$ cat src/rtl/uart_rx_oversampler.sv
// UART RX oversampling bit sampler: synchronises the serial line, majority-votes a
// window of baud ticks per bit and hands one decided bit per period to the framing FSM.
module uart_rx_oversampler #(
  parameter int OSR    = 16,
  parameter int WIN_LO = 6,
  parameter int WIN_HI = 9,
  parameter int CNT_W  = $clog2(OSR),
  parameter int VOTE_W = $clog2(WIN_HI - WIN_LO + 2)
) (
  input  logic clk,
  input  logic rst_n,
  input  logic tick,
  input  logic rx_in,
  input  logic stop,
  output logic bit_out,
  output logic bit_valid,
  output logic noise,
  output logic start_err,
  output logic busy
);

  typedef enum logic [1:0] {IDLE, START, DATA} state_t;

  state_t              state_q, state_d;
  logic                rx_meta, rx_s;
  logic [CNT_W-1:0]    cnt_q, cnt_d;
  logic [VOTE_W-1:0]   ones_q, ones_d, zeros_q, zeros_d;
  logic                armed_q, armed_d;
  logic                bit_out_d, noise_d, bit_valid_d, start_err_d;
  logic                in_win, last_tick;

  assign in_win    = (int'(cnt_q) >= WIN_LO) && (int'(cnt_q) <= WIN_HI);
  assign last_tick = (int'(cnt_q) == OSR - 1);

  // Two-stage synchroniser; resets to the idle-high line level.
  always_ff @(posedge clk or negedge rst_n) begin
    if (!rst_n) begin
      rx_meta <= 1'b1;
      rx_s    <= 1'b1;
    end else begin
      // NOTE: non-blocking assignments keep every register sampling pre-edge values,
      // so the two synchroniser stages really are two clocks apart.
      rx_meta <= rx_in;
      rx_s    <= rx_meta;
    end
  end

  always_comb begin
    // NOTE: every signal gets a default before any branch, so no path leaves one
    // unassigned and no latch is inferred.
    state_d     = state_q;
    cnt_d       = cnt_q;
    ones_d      = ones_q;
    zeros_d     = zeros_q;
    armed_d     = armed_q;
    bit_out_d   = bit_out;
    noise_d     = noise;
    bit_valid_d = 1'b0;
    start_err_d = 1'b0;

    if (stop) begin
      // Abort wins over everything; clearing armed forces a fresh high tick before
      // another start is accepted, which locks out a held-low (break) line.
      state_d = IDLE;
      cnt_d   = '0;
      ones_d  = '0;
      zeros_d = '0;
      armed_d = 1'b0;
    end else if (tick) begin
      unique case (state_q)
        IDLE: begin
          if (armed_q && !rx_s) begin
            state_d = START;
            cnt_d   = '0;
            ones_d  = '0;
            zeros_d = '0;
            armed_d = 1'b0;
          end else if (rx_s) begin
            armed_d = 1'b1;
          end
        end
        START, DATA: begin
          cnt_d = cnt_q + 1'b1;
          if (in_win) begin
            if (rx_s) ones_d  = ones_q + 1'b1;
            else      zeros_d = zeros_q + 1'b1;
          end
          // The window ends before OSR-1, so the votes are final on the last tick.
          if (last_tick) begin
            ones_d  = '0;
            zeros_d = '0;
            if (state_q == START) begin
              if (zeros_q > ones_q) begin
                state_d = DATA;
              end else begin
                state_d     = IDLE;
                start_err_d = 1'b1;
              end
            end else begin
              bit_valid_d = 1'b1;
              bit_out_d   = (ones_q > zeros_q);
              noise_d     = (ones_q != '0) && (zeros_q != '0);
            end
          end
        end
        default: state_d = IDLE;
      endcase
    end
  end

  always_ff @(posedge clk or negedge rst_n) begin
    if (!rst_n) begin
      state_q   <= IDLE;
      cnt_q     <= '0;
      ones_q    <= '0;
      zeros_q   <= '0;
      armed_q   <= 1'b0;
      bit_out   <= 1'b0;
      bit_valid <= 1'b0;
      noise     <= 1'b0;
      start_err <= 1'b0;
      busy      <= 1'b0;
    end else begin
      state_q   <= state_d;
      cnt_q     <= cnt_d;
      ones_q    <= ones_d;
      zeros_q   <= zeros_d;
      armed_q   <= armed_d;
      bit_out   <= bit_out_d;
      bit_valid <= bit_valid_d;
      noise     <= noise_d;
      start_err <= start_err_d;
      busy      <= (state_d != IDLE);
    end
  end

endmodule

$ cat config.mk
export PLATFORM = sky130hd
export DESIGN_NAME = uart_rx_oversampler
export DESIGN_NICKNAME = d
export VERILOG_FILES = /design/src/rtl/uart_rx_oversampler.sv
export SDC_FILE = /design/constraint.sdc
export NUM_CORES = 1
export LEC_CHECK = 0
export CAP_MARGIN = 10
export CELL_PAD_IN_SITES_DETAIL_PLACEMENT = 0
export CELL_PAD_IN_SITES_GLOBAL_PLACEMENT = 1
export CORE_MARGIN = 1.5
export CORE_UTILIZATION = 35
export DETAILED_ROUTE_END_ITERATION = 7
export GPL_ROUTABILITY_DRIVEN = 0
export PLACE_DENSITY = 0.65
export SYNTH_ARGS = -nofsm -noshare
export SYNTH_HDL_FRONTEND = slang
export SYNTH_SLANG_ARGS = --single-unit
$ cat constraint.sdc
create_clock -name clk -period 2.3 [get_ports clk]
set_input_delay 0.345 -clock clk [delete_from_list [all_inputs] [get_ports clk]]
set_output_delay 0.345 -clock clk [all_outputs]
set_load 0.05 [all_outputs]
==> results.json <==
{
  "status": "finished, final reports clean",
  "grt_usage_pct": 14.56,
  "p_comb_share_pct": 7.9,
  "grt_pass1_wl_mm": 4.547,
  "yosysMostFrequentCell": "dfrtp_1",
  "grt_pass1_vias": 980,
  "synth.distinct_cells": 36,
  "end_kind": "flop",
  "ctsHtreeMaxLevel": 1,
  "syn_inst": 128,
  "power_leakage_nw": 0.6371,
  "pre_cts_ws_ps": 294.4,
  "tns_ps": 0,
  "synth.top_cells.by_count": "dfrtp_1 (18), ha_1 (15), inv_1 (13)",
  "layout_setup_ws_ps": 328.0,
  "drt-initial-drc-count": 27,
  "nets": 163,
  "drc": 0,
  "holdWs_ps": 355.2,
  "critPathKind": "flop to flop",
  "cts_resized": 0,
  "cts_buffers": 3,
  "cp.arrival_ps": 2210,
  "multi_input_area_sq_um": 680.7,
  "crit_chain": "inv_1, ha_1, nand3b_1, a211oi_2, a41oi_1, a31oi_1",
  "ir_drop_uv": 294.5,
  "wirelength_mm": 2.457,
  "clkTransAtPathRegs_ps": 120,
  "clock.fmax_ghz": 0.5071,
  "antenna_cells": 0,
  "worstRegToRegCells": 6,
  "slew_violations": 0,
  "drive_gt1_share_pct": 8.451,
  "seqPwrFrac_pct": 61.5,
  "dr.pass1.iters": 4,
  "ys.warnings.count": 0,
  "power.switching_mw": 0.1445,
  "ys_async_sr_fraction_pct": 100.0,
  "cts_setup_buffers": 0,
  "r2r_end": "zeros_q[2]$_DFFE_PN0P_",
  "die_area_sq_um": 3928,
  "synth.cell_area_sq_um": 1246,
  "finalCritPeriodShare_pct": 85.74,
  "clockPowerShare_pct": 30.6,
  "routed-via-count": 996,
  "yosysSeqAreaShare_pct": 40.36,
  "final_cells": 188,
  "syn_avg_cell_area_sq_um": 9.736,
  "final_util_pct": 42.60,
  "yosysTopAreaCell": "dfrtp_1",
  "reg2reg_from": "state_q[0]$_DFF_PN0_",
  "min_path_type": "primary input to async pin",
  "worstMarginPinSlew_ps": 542.4,
  "cts_tree": "built",
  "power.total_mw": 0.5880,
  "crit_path_top_delay_cell": "dfrtp_1",
  "fillers": 351,
  "num_io_pins": 10,
  "hold_viol": 0,
  "ys_top_cells_by_area": "dfrtp_1 (36%), ha_1 (15%), o21ai_0 (4.4%)",
  "yosys.area.top_type_share_pct": 36.14,
  "clock_latency_ps": 310,
  "cap_violations": 0,
  "p_int_mw": 0.4434,
  "rsz0062_at_grt": "no",
  "rrSetupSlack_ps": 330,
  "critPathLaunchType": "flop",
  "cp_top_family": "compound AO/OA/AOI/OAI gates",
  "die_w_um": 62.67,
  "synth_edf_count": 0,
  "setup_viol": 0,
  "placed_cell_area_sq_um": 1406,
  "seq_area_sq_um": 503.0,
  "cp_max_fo": 8,
  "clkSinkCount": 20,
  "yosys_register_bits": 20,
  "postLayoutCellArea_sq_um": 1433,
  "dieHeight_um": 62.67,
  "wl_per_cell_um": 13.07,
  "hpwl_mm": 1.847,
  "vias_per_cell": 5.298,
  "syn2layout_area_growth_pct": 14.96,
  "place_inst": 184,
  "antenna_found_initial": 0,
  "timing.final.crit_period_ps": 1972,
  "root_buffer": "clkbuf_4",
  "finClkSkew_ps": 4.437,
  "gr-total-overflow": 0,
  "hold_buffers": 0,
  "relSlewSlack_pct": 63.84,
  "port_buffers": 9,
  "antenna_left": 0,
  "cp_num_buf_inv": 1,
  "start_util_pct": 37.05,
  "synth-main-ff-cell": "dfrtp_1",
  "max_stage_delay_ps": 460,
  "grt_max_degree": 21,
  "placementRows": 21,
  "swShare_pct": 24.58,
  "clockBufferDepth": 2,
  "synth_fp_nets": 148,
  "powerDensity_nw_per_um2": 410.4,
  "crit_required_ps": 2540,
  "core_area_sq_um": 3363
}
[power groups by stage]
stage | Sequential [mW] | Clock [mW] | Combinational [mW]
floorplan | 0.367 | 0 | 0.0209
global placement | 0.368 | 0 | 0.0472
detailed placement | 0.368 | 0 | 0.0471
CTS | 0.362 | 0.193 | 0.0475
global route | 0.363 | 0.205 | 0.0525
finish | 0.362 | 0.180 | 0.0463
[logic make-up (layout without fill, tap and decap cells)]
logic type               Yosys count  after routing  share of synthesized area [%]
AO/OA/AOI/OAI                     42             42                          23.80
AND/OR/NAND/NOR                   35             35                          15.76
flip-flops                        20             20                          40.36
buffers and inverters             16             30                          5.020
adder cells (fa/ha/maj)           15             15                          15.06
[layout by cell type (no fill, tap or decap), types with 2 or more instances in the layout]
master,netlist,final
dfrtp_1,18,18
ha_1,15,15
inv_1,13,13
o21ai_0,11,11
clkdlybuf4s50_1,0,9
a31oi_1,8,8
nand2_1,7,7
a21o_1,6,6
nand3_1,5,5
nor2_1,4,4
nand2b_1,4,4
o211ai_1,4,4
nor2b_1,3,3
nand4_1,3,3
clkbuf_4,0,3
buf_4,0,3
a21oi_1,2,2
a41oi_1,2,2
dfstp_2,2,2
[state kept, by name (all words and copies together) (netlist names)]
register / flops
busy: 1
state_q: 2
rx_s: 1
start_err: 1
rx_meta: 1
ones_q: 3
noise: 1
bit_valid: 1
cnt_q: 4
bit_out: 1
zeros_q: 3
armed_q: 1
[final cells by class]
cell class                      instances  share of cell area [%]
Timing Repair Buffer                   12                   7.860
Inverter                               14                   3.668
Tap cell                               46                   4.017
Sequential cell                        20                   35.11
Multi-Input combinational cell         92                   47.51
Clock buffer                            4                   1.834
[how the worst max path moves through the flow]
stage                              start                endpoint  slack [ps]  cells after the start
detailed placement                  stop   ones_q[2]$_DFFE_PN0P_         290                      5
finish              state_q[0]$_DFF_PN0_  zeros_q[2]$_DFFE_PN0P_         330                      6
global placement                    stop   ones_q[2]$_DFFE_PN0P_         350                      5
global route        state_q[0]$_DFF_PN0_  zeros_q[2]$_DFFE_PN0P_         120                      6
CTS                 state_q[1]$_DFF_PN0_   ones_q[2]$_DFFE_PN0P_         330                      6
floorplan           state_q[0]$_DFF_PN0_   ones_q[1]$_DFFE_PN0P_         550                      6
[layer usage]
| layer | vias up | part of all wire [%] | wire (um) | GRT usage [%] |
|---|---|---|---|---|
| met4 | 0 | 0.77 | 19 | 4.167 |
| li1 | 500 | - | - | - |
| met5 | - | 0 | 0 | 0 |
| met3 | 2 | 3.5 | 85 | 4.505 |
| met1 | 477 | 48 | 1188 | 18.56 |
| met2 | 17 | 47 | 1164 | 23.79 |
No activity file was read; power rests on OpenSTA's default activity.
